File: src/rtl/day10_pkg.sv
// Shared constants and types for the day-10 machine loader: ASCII tokens,
// loader/tokenizer state enums and default machine capacities.
package day10_pkg;

  localparam int unsigned DEF_MAX_NUM_LIGHTS  = 10;
  localparam int unsigned DEF_MAX_NUM_BUTTONS = 13;

  localparam logic [7:0] CH_LBRACK = 8'h5B;  // '['
  localparam logic [7:0] CH_RBRACK = 8'h5D;  // ']'
  localparam logic [7:0] CH_LPAREN = 8'h28;  // '('
  localparam logic [7:0] CH_RPAREN = 8'h29;  // ')'
  localparam logic [7:0] CH_COMMA  = 8'h2C;  // ','
  localparam logic [7:0] CH_LBRACE = 8'h7B;  // '{'
  localparam logic [7:0] CH_RBRACE = 8'h7D;  // '}'
  localparam logic [7:0] CH_DOT    = 8'h2E;  // '.'
  localparam logic [7:0] CH_HASH   = 8'h23;  // '#'
  localparam logic [7:0] CH_NL     = 8'h0A;  // '\n'
  localparam logic [7:0] CH_CR     = 8'h0D;  // '\r'
  localparam logic [7:0] CH_SPACE  = 8'h20;  // ' '
  localparam logic [7:0] CH_ZERO   = 8'h30;  // '0'
  localparam logic [7:0] CH_NINE   = 8'h39;  // '9'

  typedef enum logic [2:0] {
    ST_PARSE,
    ST_LAUNCH,
    ST_WAIT,
    ST_COLLECT,
    ST_FINISH
  } loader_state_t;

  typedef enum logic [1:0] {
    CTX_IDLE,
    CTX_LIGHTS,
    CTX_BUTTON,
    CTX_JOLT
  } token_ctx_t;

  // Width needed to hold a count 0..n.
  function automatic int unsigned cnt_w(input int unsigned n);
    return (n <= 1) ? 1 : $clog2(n + 1);
  endfunction

endpackage

File: src/rtl/day10_interfaces.sv
// Stream input, solver request and solver result interfaces used by the
// day-10 machine loader.
interface axi_stream_if #(
  parameter int unsigned DATA_WIDTH = 8
);
  logic [DATA_WIDTH-1:0] tdata;
  logic                  tvalid;
  logic                  tready;
  logic                  tlast;

  modport master (output tdata, output tvalid, output tlast, input tready);
  modport slave  (input tdata, input tvalid, input tlast, output tready);
endinterface

interface day10_input_if #(
  parameter int unsigned MAX_NUM_LIGHTS  = day10_pkg::DEF_MAX_NUM_LIGHTS,
  parameter int unsigned MAX_NUM_BUTTONS = day10_pkg::DEF_MAX_NUM_BUTTONS
);
  logic [day10_pkg::cnt_w(MAX_NUM_LIGHTS)-1:0]  num_lights;
  logic [day10_pkg::cnt_w(MAX_NUM_BUTTONS)-1:0] num_buttons;
  logic [MAX_NUM_LIGHTS-1:0]                    buttons [MAX_NUM_BUTTONS];
  logic [MAX_NUM_LIGHTS-1:0]                    target_lights_arrangement;

  modport producer (output num_lights, output num_buttons, output buttons,
                    output target_lights_arrangement);
  modport consumer (input num_lights, input num_buttons, input buttons,
                    input target_lights_arrangement);
endinterface

interface day10_output_if #(
  parameter int unsigned MAX_NUM_BUTTONS = day10_pkg::DEF_MAX_NUM_BUTTONS
);
  logic [day10_pkg::cnt_w(MAX_NUM_BUTTONS)-1:0] min_button_presses;
  logic [MAX_NUM_BUTTONS-1:0]                   buttons_to_press;

  modport producer (output min_button_presses, output buttons_to_press);
  modport consumer (input min_button_presses, input buttons_to_press);
endinterface

File: src/rtl/day10_line_parser.sv
// Byte-level tokenizer: accumulates one machine description per line and
// flags the line end, whether it is launchable, and format/capacity errors.
module day10_line_parser
  import day10_pkg::*;
#(
  parameter int unsigned MAX_NUM_LIGHTS  = DEF_MAX_NUM_LIGHTS,
  parameter int unsigned MAX_NUM_BUTTONS = DEF_MAX_NUM_BUTTONS
) (
  input  logic                                clk,
  input  logic                                rst,
  input  logic                                beat,
  input  logic [7:0]                          data,
  input  logic                                last,
  input  logic                                clear,
  output logic                                line_done,
  output logic                                line_valid,
  output logic                                line_error,
  output logic [cnt_w(MAX_NUM_LIGHTS)-1:0]    num_lights,
  output logic [cnt_w(MAX_NUM_BUTTONS)-1:0]   num_buttons,
  output logic [MAX_NUM_LIGHTS-1:0]           target,
  output logic [MAX_NUM_LIGHTS-1:0]           buttons [MAX_NUM_BUTTONS]
);

  localparam int unsigned LW = cnt_w(MAX_NUM_LIGHTS);
  localparam int unsigned BW = cnt_w(MAX_NUM_BUTTONS);

  token_ctx_t                ctx, ctx_n;
  logic [LW-1:0]             idx, idx_n;
  logic [LW-1:0]             acc, acc_n;
  logic [MAX_NUM_LIGHTS-1:0] mask, mask_n;
  logic                      seen, seen_n;
  logic                      err, err_n;
  logic [LW-1:0]             nl_n;
  logic [BW-1:0]             nb_n;
  logic [MAX_NUM_LIGHTS-1:0] tgt_n;
  logic [MAX_NUM_LIGHTS-1:0] btn_n [MAX_NUM_BUTTONS];
  logic [31:0]               acc_ext;
  logic                      is_digit;
  logic                      line_end;
  logic                      unterminated;

  always_comb begin
    ctx_n    = ctx;
    idx_n    = idx;
    acc_n    = acc;
    mask_n   = mask;
    seen_n   = seen;
    err_n    = err;
    nl_n     = num_lights;
    nb_n     = num_buttons;
    tgt_n    = target;
    btn_n    = buttons;
    is_digit = (data >= CH_ZERO) && (data <= CH_NINE);
    acc_ext  = 32'(acc) * 32'd10 + 32'(data - CH_ZERO);
    if (beat && !err && data != CH_NL && data != CH_CR && data != CH_SPACE) begin
      case (ctx)
        CTX_IDLE: begin
          if (data == CH_LBRACK && !seen) begin
            seen_n = 1'b1;
            ctx_n  = CTX_LIGHTS;
            idx_n  = '0;
            tgt_n  = '0;
          end else if (data == CH_LPAREN && seen) begin
            ctx_n  = CTX_BUTTON;
            acc_n  = '0;
            mask_n = '0;
          end else if (data == CH_LBRACE) begin
            ctx_n = CTX_JOLT;
          end else begin
            err_n = 1'b1;
          end
        end
        CTX_LIGHTS: begin
          if (data == CH_DOT || data == CH_HASH) begin
            if (idx == LW'(MAX_NUM_LIGHTS)) begin
              err_n = 1'b1;
            end else begin
              tgt_n[idx] = (data == CH_HASH);
              idx_n      = idx + 1'b1;
            end
          end else if (data == CH_RBRACK) begin
            nl_n  = idx;
            ctx_n = CTX_IDLE;
          end else begin
            err_n = 1'b1;
          end
        end
        CTX_BUTTON: begin
          if (is_digit) begin
            // Clamping at MAX keeps oversized indices out of range of num_lights.
            acc_n = (acc_ext > 32'(MAX_NUM_LIGHTS)) ? LW'(MAX_NUM_LIGHTS) : acc_ext[LW-1:0];
          end else if (data == CH_COMMA || data == CH_RPAREN) begin
            if (acc >= num_lights) begin
              err_n = 1'b1;
            end else if (data == CH_RPAREN && num_buttons == BW'(MAX_NUM_BUTTONS)) begin
              err_n = 1'b1;
            end else begin
              mask_n[acc] = 1'b1;
              acc_n       = '0;
              if (data == CH_RPAREN) begin
                btn_n[num_buttons] = mask_n;
                nb_n               = num_buttons + 1'b1;
                ctx_n              = CTX_IDLE;
              end
            end
          end else begin
            err_n = 1'b1;
          end
        end
        CTX_JOLT: begin
          if (data == CH_RBRACE) begin
            ctx_n = CTX_IDLE;
          end else if (!is_digit && data != CH_COMMA) begin
            err_n = 1'b1;
          end
        end
        default: err_n = 1'b1;
      endcase
    end
  end

  assign line_end     = beat && (data == CH_NL || last);
  assign unterminated = (ctx_n == CTX_LIGHTS) || (ctx_n == CTX_BUTTON);
  assign line_done    = line_end;
  assign line_error   = beat && (err_n || (line_end && unterminated));
  assign line_valid   = line_end && seen_n && !err_n && !unterminated;

  always_ff @(posedge clk) begin
    if (rst || clear || line_end) begin
      ctx  <= CTX_IDLE;
      idx  <= '0;
      acc  <= '0;
      mask <= '0;
      seen <= 1'b0;
      err  <= 1'b0;
    end else begin
      ctx  <= ctx_n;
      idx  <= idx_n;
      acc  <= acc_n;
      mask <= mask_n;
      seen <= seen_n;
      err  <= err_n;
    end
    // Fields of a launchable line survive the line end until the loader clears them.
    if (rst || clear || (line_end && !line_valid)) begin
      num_lights  <= '0;
      num_buttons <= '0;
      target      <= '0;
      buttons     <= '{default: '0};
    end else begin
      num_lights  <= nl_n;
      num_buttons <= nb_n;
      target      <= tgt_n;
      buttons     <= btn_n;
    end
  end

endmodule

File: src/rtl/day10_machine_loader.sv
// Day-10 front end: parses the ASCII stream, hands each machine to the solver
// and totals results. DAY10_LOADER_MACHINE_COUNT_EN adds machine_count.
module day10_machine_loader
  import day10_pkg::*;
#(
  parameter int unsigned MAX_NUM_LIGHTS  = DEF_MAX_NUM_LIGHTS,
  parameter int unsigned MAX_NUM_BUTTONS = DEF_MAX_NUM_BUTTONS,
  parameter int unsigned SUM_W           = 32
) (
  input  logic                    clk,
  input  logic                    rst,
  axi_stream_if.slave             s_axis,
  output logic                    machine_start,
  input  logic                    machine_ready,
  output logic                    machine_accepted,
  day10_input_if.producer         day10_input,
  day10_output_if.consumer        day10_output,
  output logic [SUM_W-1:0]        total_presses,
  output logic                    done,
  output logic                    error
`ifdef DAY10_LOADER_MACHINE_COUNT_EN
  ,
  output logic [15:0]             machine_count
`endif
);

  localparam int unsigned MAX_NUM_LIGHTS_W  = cnt_w(MAX_NUM_LIGHTS);
  localparam int unsigned MAX_NUM_BUTTONS_W = cnt_w(MAX_NUM_BUTTONS);

  loader_state_t state, state_n;
  logic          blank;
  logic          last_seen;
  logic          tready;
  logic          beat;
  logic          clear;
  logic          line_done;
  logic          line_valid;
  logic          line_error;
  logic          unsolvable;

  logic [MAX_NUM_LIGHTS_W-1:0]  num_lights;
  logic [MAX_NUM_BUTTONS_W-1:0] num_buttons;
  logic [MAX_NUM_LIGHTS-1:0]    target;
  logic [MAX_NUM_LIGHTS-1:0]    buttons [MAX_NUM_BUTTONS];

  day10_line_parser #(
    .MAX_NUM_LIGHTS  (MAX_NUM_LIGHTS),
    .MAX_NUM_BUTTONS (MAX_NUM_BUTTONS)
  ) u_parser (
    .clk         (clk),
    .rst         (rst),
    .beat        (beat),
    .data        (s_axis.tdata),
    .last        (s_axis.tlast),
    .clear       (clear),
    .line_done   (line_done),
    .line_valid  (line_valid),
    .line_error  (line_error),
    .num_lights  (num_lights),
    .num_buttons (num_buttons),
    .target      (target),
    .buttons     (buttons)
  );

  assign s_axis.tready                         = tready;
  assign day10_input.num_lights                = num_lights;
  assign day10_input.num_buttons               = num_buttons;
  assign day10_input.target_lights_arrangement = target;
  assign day10_input.buttons                   = buttons;
  assign unsolvable                            = &day10_output.min_button_presses;

  always_ff @(posedge clk) begin
    if (rst) begin
      state <= ST_PARSE;
    end else begin
      state <= state_n;
    end
  end

  always_comb begin
    state_n          = state;
    tready           = 1'b0;
    beat             = 1'b0;
    clear            = 1'b0;
    machine_start    = 1'b0;
    machine_accepted = 1'b0;
    done             = 1'b0;
    case (state)
      ST_PARSE: begin
        tready = 1'b1;
        beat   = s_axis.tvalid;
        if (line_done) begin
          if (line_valid) begin
            state_n = ST_LAUNCH;
          end else if (s_axis.tlast) begin
            state_n = ST_FINISH;
          end
        end
      end
      ST_LAUNCH: begin
        machine_start = 1'b1;
        state_n       = ST_WAIT;
      end
      ST_WAIT: begin
        // First WAIT cycle is blanked against a stale ready from the previous accept.
        if (!blank && machine_ready) begin
          state_n = ST_COLLECT;
        end
      end
      ST_COLLECT: begin
        machine_accepted = 1'b1;
        clear            = 1'b1;
        state_n          = last_seen ? ST_FINISH : ST_PARSE;
      end
      ST_FINISH: begin
        tready = 1'b1;
        done   = 1'b1;
      end
      default: state_n = ST_PARSE;
    endcase
  end

  always_ff @(posedge clk) begin
    if (rst) begin
      blank         <= 1'b0;
      last_seen     <= 1'b0;
      total_presses <= '0;
      error         <= 1'b0;
    end else begin
      blank <= (state == ST_LAUNCH);
      if (state == ST_PARSE && line_done) begin
        last_seen <= s_axis.tlast;
      end
      if (line_error) begin
        error <= 1'b1;
      end
      if (state == ST_COLLECT) begin
        if (unsolvable) begin
          error <= 1'b1;
        end else begin
          total_presses <= total_presses + SUM_W'(day10_output.min_button_presses);
        end
      end
    end
  end

`ifdef DAY10_LOADER_MACHINE_COUNT_EN
  always_ff @(posedge clk) begin
    if (rst) begin
      machine_count <= '0;
    end else if (state == ST_COLLECT && machine_count != 16'hFFFF) begin
      machine_count <= machine_count + 16'd1;
    end
  end
`endif

endmodule

File: src/flat_wrapper.sv
// flat-port wrapper written by rule: the top's interface ports become plain ports
module day10_machine_loader_flat import day10_pkg::*;
#(
  parameter int unsigned MAX_NUM_LIGHTS  = DEF_MAX_NUM_LIGHTS,
  parameter int unsigned MAX_NUM_BUTTONS = DEF_MAX_NUM_BUTTONS,
  parameter int unsigned SUM_W           = 32
)
  (clk, rst, machine_start, machine_ready, machine_accepted, total_presses, done, error, s_axis_tdata, s_axis_tvalid, s_axis_tlast, s_axis_tready, day10_input_num_lights, day10_input_num_buttons, day10_input_buttons, day10_input_target_lights_arrangement, day10_output_min_button_presses, day10_output_buttons_to_press);
  axi_stream_if #(.DATA_WIDTH(8)) s_axis_i ();
  day10_input_if #(.MAX_NUM_LIGHTS(MAX_NUM_LIGHTS), .MAX_NUM_BUTTONS(MAX_NUM_BUTTONS)) day10_input_i ();
  day10_output_if #(.MAX_NUM_BUTTONS(MAX_NUM_BUTTONS)) day10_output_i ();
  input  logic clk;
  input  logic rst;
  output logic machine_start;
  input  logic machine_ready;
  output logic machine_accepted;
  output logic [SUM_W-1:0] total_presses;
  output logic done;
  output logic error;
  input wire logic [$bits(s_axis_i.tdata)-1:0] s_axis_tdata;
  input wire logic [$bits(s_axis_i.tvalid)-1:0] s_axis_tvalid;
  input wire logic [$bits(s_axis_i.tlast)-1:0] s_axis_tlast;
  output wire logic [$bits(s_axis_i.tready)-1:0] s_axis_tready;
  output wire logic [$bits(day10_input_i.num_lights)-1:0] day10_input_num_lights;
  output wire logic [$bits(day10_input_i.num_buttons)-1:0] day10_input_num_buttons;
  output wire logic [$bits(day10_input_i.buttons)-1:0] day10_input_buttons;
  output wire logic [$bits(day10_input_i.target_lights_arrangement)-1:0] day10_input_target_lights_arrangement;
  input wire logic [$bits(day10_output_i.min_button_presses)-1:0] day10_output_min_button_presses;
  input wire logic [$bits(day10_output_i.buttons_to_press)-1:0] day10_output_buttons_to_press;
  assign s_axis_i.tdata = s_axis_tdata;
  assign s_axis_i.tvalid = s_axis_tvalid;
  assign s_axis_i.tlast = s_axis_tlast;
  assign s_axis_tready = s_axis_i.tready;
  assign day10_input_num_lights = day10_input_i.num_lights;
  assign day10_input_num_buttons = day10_input_i.num_buttons;
  assign day10_input_buttons = {>>{day10_input_i.buttons}};
  assign day10_input_target_lights_arrangement = day10_input_i.target_lights_arrangement;
  assign day10_output_i.min_button_presses = day10_output_min_button_presses;
  assign day10_output_i.buttons_to_press = day10_output_buttons_to_press;
  day10_machine_loader #(.MAX_NUM_LIGHTS(MAX_NUM_LIGHTS), .MAX_NUM_BUTTONS(MAX_NUM_BUTTONS), .SUM_W(SUM_W)) u_core (.clk(clk), .rst(rst), .s_axis(s_axis_i), .machine_start(machine_start), .machine_ready(machine_ready), .machine_accepted(machine_accepted), .day10_input(day10_input_i), .day10_output(day10_output_i), .total_presses(total_presses), .done(done), .error(error));
endmodule
File: config.mk
export PLATFORM = sky130hd
export DESIGN_NAME = day10_machine_loader_flat
export DESIGN_NICKNAME = d
export VERILOG_FILES = /design/src/rtl/day10_pkg.sv /design/src/rtl/day10_interfaces.sv /design/src/rtl/day10_line_parser.sv /design/src/rtl/day10_machine_loader.sv /design/src/flat_wrapper.sv
export SDC_FILE = /design/constraint.sdc
export NUM_CORES = 1
export LEC_CHECK = 0
export CORE_ASPECT_RATIO = 0.5
export CORE_MARGIN = 8
export CORE_UTILIZATION = 48
export DETAILED_ROUTE_END_ITERATION = 16
export DONT_BUFFER_PORTS = 1
export GPL_TIMING_DRIVEN = 0
export HOLD_SLACK_MARGIN = 0.08
export MAX_ROUTING_LAYER = met4
export SYNTH_ARGS = -nofsm -noshare
export SYNTH_HDL_FRONTEND = slang
export SYNTH_SLANG_ARGS = --single-unit
export TNS_END_PERCENT = 30
File: constraint.sdc
create_clock -name clk -period 6.3 [get_ports clk]
set_clock_uncertainty 0.15 [all_clocks]
set_input_delay 1.26 -clock clk [delete_from_list [all_inputs] [get_ports clk]]
set_output_delay 1.26 -clock clk [all_outputs]
set_load 0.01 [all_outputs]
==> results of run 1 <==
[per-layer routing]
| layer | global-route usage | vias to the layer above |
|---|---|---|
| met4 | 0.06469 | 0 |
| li1 | - | 4419 |
| met2 | 0.3893 | 350 |
| met5 | - | - |
| met3 | 0.07383 | 64 |
| met1 | 0.3340 | 4536 |
[registers in the layout, indices dropped and copies added, names as in the netlist, 3 cells and up]
register,flops
u_core.state,3
u_core.total_presses,32
u_core.u_parser.acc,4
u_core.u_parser.buttons,130
u_core.u_parser.idx,4
u_core.u_parser.mask,10
u_core.u_parser.num_buttons,4
u_core.u_parser.num_lights,4
u_core.u_parser.target,10
[stage by stage]
| step | utilization | area (um^2) | total power [mW] | std cells | setup WS (ns) |
|---|---|---|---|---|---|
| finish | 0.5363 | 11000 | 2.622 | 1536 | 2.068 |
| global route | 0.5363 | 11000 | 2.705 | 1536 | 1.734 |
| CTS | 0.5363 | 11000 | 2.632 | 1536 | 2.113 |
| detailed placement | 0.5056 | 10370 | 1.477 | 1500 | 1.658 |
| global placement | 0.5056 | 10370 | 1.475 | 1500 | 1.731 |
| floorplan | - | 10030 | 1.440 | 1227 | 2.530 |
[synth_stat cells, types with 4 or more instances]
master       n
a2111oi_0    5
a21o_1       4
a21oi_1    191
a31oi_1      4
and2_1       4
and3_1       5
and3b_1      5
and4_1       5
buf_2       27
clkbuf_1    80
dfxtp_1    208
ha_1        31
inv_1       33
mux2_2       6
mux2i_1      4
nand2_1    189
nand2b_1     7
nand3_1     11
nand4_1      7
nor2_1      91
nor2b_1     13
nor3_1      11
nor3b_1      5
nor4_1      15
o211ai_1   133
o21ai_0     27
or2_2        4
or3_1        6
xnor2_1     22
xor2_1      13
[critical path, delay by kind of cell, from the launching register on]
kind	cells	cell delay [ns]
AOI/OAI and AO/OA	4	1.30
adders and majority gates	1	0.27
DFF	1	0.49
and+or+nand+nor	3	1.07
buffers and inverters	3	0.82
[area by class of cell]
cell class | instances | share of cell area
Tap cell | 273 | 0.03105
Clock buffer | 30 | 0.05346
Clock inverter | 6 | 0.003754
Multi-Input combinational cell | 876 | 0.4799
Buffer | 110 | 0.04197
Sequential cell | 208 | 0.3786
Inverter | 33 | 0.01126
[worst paths after layout]
kind,end,slack (ns)
hold / removal,u_core.u_parser.mask[3],0.33
hold reg to reg,u_core.u_parser.mask[3],0.33
setup / recovery,u_core.u_parser.buttons[96],2.07
setup reg to reg,u_core.u_parser.buttons[96],2.07
[kinds of logic (layout without fill, tap and decap cells)]
kind of cell / after synthesis / count (layout) / synth area share
AO/OA/AOI/OAI: 402 / 402 / 0.2564
XOR/XNOR: 35 / 35 / 0.03057
adder cells (fa/ha/maj): 34 / 34 / 0.04467
buffers and inverters: 143 / 179 / 0.05839
flip-flops: 208 / 208 / 0.4152
multiplexers: 10 / 10 / 0.01073
AND/OR/NAND/NOR: 395 / 395 / 0.1840
[report_power, final]
part           internal (mW)  switching, mW  leakage, nW
Sequential              1.32        0.00373         1.68
Combinational         0.0346         0.0945         1.67
Clock                  0.649          0.523        0.315
==> flow_summary.toml, run 1 <==
[die]
die_x_um = 220.4
num_rows = 37
fp.dieH_um = 118.2
start_util = 0.4890
pin_count = 215
die-area_um2 = 26050
core_um2 = 20510

[sta]
fin_crit_ns = 4.232
tns_ns = 0
slew-limit-headroom = 0.2928
setup_viol = 0
timing.fmax_mhz = 236.3
hold_ws_ns = 0.3297
hold_viol = 0
period_share = 0.6718
rsz0062_at_grt = "false"
finalMaxSlewViolations = 0
worst_slew_pin_slew_ns = 1.034

[critical_path]
critPathLaunch = "u_core.u_parser.acc[0]"
path_class = "reg2reg"
r2r-start = "u_core.u_parser.acc[0]"
r2r_cells = 11
start_kind = "flop"
cp_cell_sequence = "inv_1 -> ha_1 -> nand2b_1 -> a2111oi_1 -> o211ai_1 -> clkbuf_1 -> nor4_1 -> clkbuf_1 -> nand2_1 -> o211ai_1 -> a21oi_1"
cpMaxStageDelayCell = "nor4_1"
required_ns = 6.52
end_kind = "flop"
crit_fanout = 10
critPathArrivalTime_ns = 4.46
max_stage_delay_ns = 0.81

[finish]
multi_input_comb_area_um2 = 5279
final_layout_size_suffix_gt1_frac = 0.06492
register_area_um2 = 4164
area_growth_pct = 9.682
mostFrequentLayoutCell = "dfxtp_1"
final_cell_mix = "208 x dfxtp_1, 191 x a21oi_1, 189 x nand2_1"
layout.nets = 1313
fill_cells = 1980
num_antenna_cells = 0

[drt]
wl_met1_um = 14920
drt_wl_total_um = 34150
route.met2.wl_um = 15090
vias_per_cell = 6.100
drt-initial-drc-count = 795
first_pass_iters = 5
dr_wl_met3_um = 3244
post_drt_wl_per_cell_um = 22.24
dr_total_vias = 9369
final_antenna_net_count = 0
drc_errors = 0
top_layer_used = "met4"

[clock_tree]
hold_buffers = 0
htreeDepth = 1
root_buffer = "clkbuf_16"
cts_tree = "yes"
numClockSinks = 208
cts_resized = 0
cts.clk_slew.worst_paths_ns = 0.06
cts_buffers = 20
clock_path_buffers = 3
cts_setup_buffers = 0
clock_latency_ns = 0.50

[synth]
synth_area_leader_cell = "dfxtp_1"
synth_ff_type = "dfxtp_1"
async_reset_ff_frac = 0
synth_area_um2 = 10030
yosysUniqueCellTypes = 70
synth_top_area_share = 0.4152
synth.area.top_cells = "dfxtp_1 42%, o211ai_1 10%, a21oi_1 9.5%, nand2_1 7.1%, ha_1 3.9%"
synth_area_per_cell_um2 = 8.173
ys.warnings.count = 0
synth_fp_nets = 1291
ys_ff_latch = 208
syn_inst = 1227
synth_edf_count = 0
synth-seq-area-share = 0.4152

[grt]
grt_pass1_vias = 8894
grt_usage = 0.2572
grt_start_max_net_pins = 15
grt_pass1_wl_um = 52270
overflow = 0
grt_antenna_before_repair = 0

[min_path]
min_from = "u_core.u_parser.mask[3]"
min_path_type = "reg2reg"
min_path_cells = 2

[run]
cap_violations = 0

[placed_design]
place_hpwl_um = 24590
gp_congestion = 0.8921
numPortBuffers = 0

[outcome]
outcome = "completed"

[pwr]
power_leakage_nw = 3.660
power_density_nw_per_um2 = 238.4
ir_drop_uv = 162.4
No activity file was read; power rests on OpenSTA's default activity.
==> inputs of run 2 (changes only) <==
==> constraint.sdc (replaced) <==
create_clock -name clk -period 4.2 [get_ports clk]
set_clock_uncertainty 0.15 [all_clocks]
set_input_delay 0.84 -clock clk [delete_from_list [all_inputs] [get_ports clk]]
set_output_delay 0.84 -clock clk [all_outputs]
set_load 0.01 [all_outputs]
==> flow_summary.toml, run 2 (synthesis results as in run 1) <==
[outcome]
outcome = "completed"

[grt]
grt_pass1_vias = 8894
overflow = 0
grt_usage = 0.2572
grt_start_max_net_pins = 15
grt_pass1_wl_um = 52270
grt_antenna_before_repair = 0

[drt]
final_antenna_net_count = 0
drt-initial-drc-count = 776
drt_wl_total_um = 34160
drc_errors = 0
first_pass_iters = 5
vias_per_cell = 6.067
dr_total_vias = 9319
post_drt_wl_per_cell_um = 22.24

[finish]
largest_register_ffs = 130
regMostFlops = "u_core.u_parser.buttons"
largestRegisters = "u_core.u_parser.buttons x130, u_core.total_presses x32"
fill_cells = 1975
final_cells = 1536
final_cell_mix = "208 x dfxtp_1, 191 x a21oi_1, 189 x nand2_1"
area_growth_pct = 9.994
num_antenna_cells = 0
mostFrequentLayoutCell = "dfxtp_1"
final_layout_size_suffix_gt1_frac = 0.06888
layout.nets = 1313

[critical_path]
cpMaxStageDelayCell = "nor4_2"
max_stage_delay_ns = 0.56
cp_cell_sequence = "inv_1 -> ha_1 -> nand2b_1 -> a2111oi_2 -> o211ai_1 -> clkbuf_1 -> nor4_2 -> clkbuf_1 -> nand2_1 -> o211ai_1 -> a21oi_1"
required_ns = 4.42
crit_fanout = 10
cp_num_buf_inv = 3
critPathArrivalTime_ns = 4.01
start_kind = "flop"
end_kind = "flop"
path_class = "reg2reg"
crit_family = "compound AO/OA/AOI/OAI gates"

[sta]
hold_viol = 0
finalMaxSlewViolations = 0
slew-limit-headroom = 0.3697
fin_ws_ns = 0.4145
setup_viol = 0
period_share = 0.9013
worst_slew_pin_slew_ns = 0.9454
timing.fmax_mhz = 264.2
hold_ws_ns = 0.3276
rsz0062_at_grt = "false"
fin_crit_ns = 3.785

[clock_tree]
clock_path_buffers = 3
clock_latency_ns = 0.50
root_buffer = "clkbuf_16"
numClockSinks = 208
cts_setup_buffers = 0
cts.clk_slew.worst_paths_ns = 0.06
cts_buffers = 20
cts_tree = "yes"
htreeDepth = 1

[placed_design]
numPortBuffers = 0
place_hpwl_um = 24590
placedCellCount = 1500
gp_congestion = 0.8921
place_ws_ns = -0.02162

[die]
pin_count = 215
num_rows = 37
fp.dieH_um = 118.2
die-area_um2 = 26050
start_util = 0.4890
core_um2 = 20510
die_x_um = 220.4

[pwr]
ir_drop_uv = 244.7
power_density_nw_per_um2 = 356.9
power_leakage_nw = 3.662

[run]
cap_violations = 0

[min_path]
min_path_type = "reg2reg"
-- run 2: cell counts in the layout (fill, tap and decap cells not counted) --
Identical to the previous run, type by type.
-- run 2: power by group --
part	internal (mW)	total, mW	switching, mW	leakage [nW]
logic	0.0520	0.195	0.143	1.67
registers	1.98	1.98	0.00561	1.68
clock network	0.974	1.76	0.787	0.315
-- run 2: per-stage QoR --
stage | area [um^2] | TNS (ns) | utilization | total power [mW]
5_1_grt | 11030 | 0 | 0.5379 | 4.058
3_3_place_gp | 10370 | 0 | 0.5056 | 2.213
3_5_place_dp | 10370 | -0.07119 | 0.5056 | 2.215
6_report | 11030 | 0 | 0.5379 | 3.937
2_1_floorplan | 10030 | 0 | - | 2.160
4_1_cts | 11000 | 0 | 0.5363 | 3.949
-- run 2: layout make-up --
class | count | area [um^2] | area share
multi-input combinational | 876 | 5310 | 0.4814
tap | 273 | 341.6 | 0.03097
clock inverter | 6 | 41.29 | 0.003743
sequential | 208 | 4164 | 0.3775
clock buffer | 30 | 588.1 | 0.05331
inverter | 33 | 123.9 | 0.01123
buffer | 110 | 461.7 | 0.04186
-- run 2: routing by layer --
layer | vias to the layer above | global-route usage | wire length [um]
met2 | 343 | 0.3893 | 15150
li1 | 4422 | - | -
met4 | 0 | 0.06469 | 890
met3 | 64 | 0.07383 | 3333
met5 | - | - | 0
met1 | 4490 | 0.3340 | 14790
-- run 2: final timing paths --
| path | start | to | slack [ns] | cells after the start |
|---|---|---|---|---|
| hold reg to reg | u_core.u_parser.mask[8] | u_core.u_parser.mask[8] | 0.33 | 2 |
| setup reg to reg | u_core.u_parser.acc[0] | u_core.u_parser.buttons[96] | 0.41 | 11 |
| setup / recovery | u_core.u_parser.acc[0] | u_core.u_parser.buttons[96] | 0.41 | 11 |
| hold / removal | u_core.u_parser.mask[8] | u_core.u_parser.mask[8] | 0.33 | 2 |
-- run 2: worst min-delay path, stage by stage (launching register included) --
cell and delay, ns:
dfxtp_1 0.31, o21ai_0 0.07, a21oi_1 0.06
-- run 2: timing repair --
action                                  in CTS  in global routing
endpoints found under the setup margin       0                 54
resized for setup                            0                  6
endpoints found under the hold margin        0                  0
hold buffers                                 0                  0
==> inputs of run 3 (changes only) <==
==> constraint.sdc (replaced) <==
create_clock -name clk -period 3.8 [get_ports clk]
set_clock_uncertainty 0.15 [all_clocks]
set_input_delay 0.76 -clock clk [delete_from_list [all_inputs] [get_ports clk]]
set_output_delay 0.76 -clock clk [all_outputs]
set_load 0.01 [all_outputs]
==> flow_summary.toml, run 3 (synthesis results as in run 1) <==
[pwr]
power_frac_seq = 0.504
finalPower_mw = 4.350
power_leakage_nw = 3.705
power_density_nw_per_um2 = 392.0
ir_drop_uv = 269.6
p_sw_frac = 0.2372
p_int_mw = 3.318
power_frac_comb = 0.050
p_sw_mw = 1.032
clkPwrFrac = 0.447

[drt]
first_pass_iters = 5
dr_wl_met3_um = 3260
post_drt_wl_per_cell_um = 22.31
wl_met1_um = 14870
drc_errors = 0
vias_per_cell = 6.100
route.met2.wl_um = 15210
final_antenna_net_count = 0
drt_wl_total_um = 34270
dr_total_vias = 9370
top_layer_used = "met4"
drt-initial-drc-count = 810

[die]
die-area_um2 = 26050
die_x_um = 220.4
pin_count = 215
core_um2 = 20510
start_util = 0.4890
fp.dieH_um = 118.2
num_rows = 37

[critical_path]
crit_path_frequent_cell = "buf_2"
max_stage_delay_ns = 0.48
end_kind = "flop"
cp_num_buf_inv = 3
critPathArrivalTime_ns = 3.76
start_kind = "flop"
required_ns = 4.01
cpMaxStageDelayCell = "dfxtp_1"
cp_cell_sequence = "inv_1 -> ha_1 -> nand2b_1 -> a2111oi_4 -> o211ai_1 -> and2_1 -> o21a_1 -> o211ai_2 -> buf_2 -> buf_2 -> a21oi_1"
crit_fanout = 10
crit_family = "compound AO/OA/AOI/OAI gates"
path_class = "reg2reg"

[clock_tree]
cts_tree = "yes"
cts_buffers = 20
clock_latency_ns = 0.50
hold_buffers = 0
clock_path_buffers = 3
numClockSinks = 208
root_buffer = "clkbuf_16"
htreeDepth = 1
cts_setup_buffers = 0
cts.clk_slew.worst_paths_ns = 0.06

[finish]
final_cell_mix = "208 x dfxtp_1, 191 x a21oi_1, 189 x nand2_1"
fin_util = 0.5411
final_layout_size_suffix_gt1_frac = 0.07759
regMostFlops = "u_core.u_parser.buttons"
multi_input_comb_area_um2 = 5366
num_antenna_cells = 0
mostFrequentLayoutCell = "dfxtp_1"
area_growth_pct = 10.66
register_area_um2 = 4164
fill_cells = 1969
post-route-cell-area_um2 = 11100
largest_register_ffs = 130
layout.nets = 1313
largestRegisters = "u_core.u_parser.buttons x130, u_core.total_presses x32"

[grt]
grt_antenna_before_repair = 0
overflow = 0
grt_pass1_wl_um = 52370
grt_usage = 0.2576
grt_start_max_net_pins = 15
grt_pass1_vias = 8901

[sta]
hold_viol = 0
rsz0062_at_grt = "false"
period_share = 0.9347
finalMaxSlewViolations = 0
slew-limit-headroom = 0.3652
fin_crit_ns = 3.552
timing.fmax_mhz = 281.5
hold_ws_ns = 0.2852
worst_slew_pin_slew_ns = 0.9522
setup_viol = 0

[placed_design]
place_hpwl_um = 24590
numPortBuffers = 0
gp_congestion = 0.8921
postPlaceCellArea_um2 = 10370

[run]
cap_violations = 0

[min_path]
min_path_type = "in2reg"

[outcome]
outcome = "completed"
==> run 3: worst reg2reg max path, stage by stage (launching register included) <==
cell,delay [ns]
dfxtp_1,0.48
inv_1,0.10
ha_1,0.27
nand2b_1,0.18
a2111oi_4,0.44
o211ai_1,0.26
and2_1,0.28
o21a_1,0.25
o211ai_2,0.22
buf_2,0.33
buf_2,0.33
a21oi_1,0.10
==> run 3: layout make-up <==
type / instances / share of cell area
clock buffers: 30 / 0.05299
inverters: 33 / 0.01116
multi-input cells: 876 / 0.4836
clock inverters: 6 / 0.003721
well taps: 273 / 0.03078
plain buffers: 110 / 0.04251
flip-flops and latches: 208 / 0.3752
==> run 3: worst paths after layout <==
path,from,to,slack [ns],depth (start not counted)
setup / recovery,u_core.u_parser.acc[0],u_core.u_parser.buttons[129],0.25,11
hold / removal,s_axis_tlast,u_core.last_seen,0.29,2
setup reg to reg,u_core.u_parser.acc[0],u_core.u_parser.buttons[129],0.25,11
hold reg to reg,u_core.u_parser.mask[3],u_core.u_parser.mask[3],0.33,2
==> run 3: timing repair <==
item                       4_1_cts  5_1_grt
setup endpoints to repair       84      102
resized for setup                5       25
pin swaps                        0        0
==> run 3: routing by layer <==
| metal | vias to the layer above | global-route usage |
|---|---|---|
| li1 | 4426 | - |
| met3 | 69 | 0.07612 |
| met2 | 358 | 0.3895 |
| met1 | 4517 | 0.3336 |
| met5 | - | - |
| met4 | 0 | 0.06469 |
==> run 3: power by group through the flow <==
stage	combinational (mW)	sequential (mW)	clock (mW)
floorplan	0.149	2.24	0
global placement	0.206	2.24	0
detailed placement	0.208	2.24	0
CTS	0.210	2.19	1.96
global route	0.234	2.19	2.06
finish	0.217	2.19	1.94
==> run 3: stage by stage <==
stage | setup WS [ns] | cells | setup TNS, ns
after floorplan | 0.4094 | 1227 | 0
after global placement | -0.2909 | 1500 | -11.00
after detailed placement | -0.3655 | 1500 | -12.15
after CTS | 0.02242 | 1536 | 0
after global routing | 0.009437 | 1536 | 0
final | 0.2481 | 1536 | 0
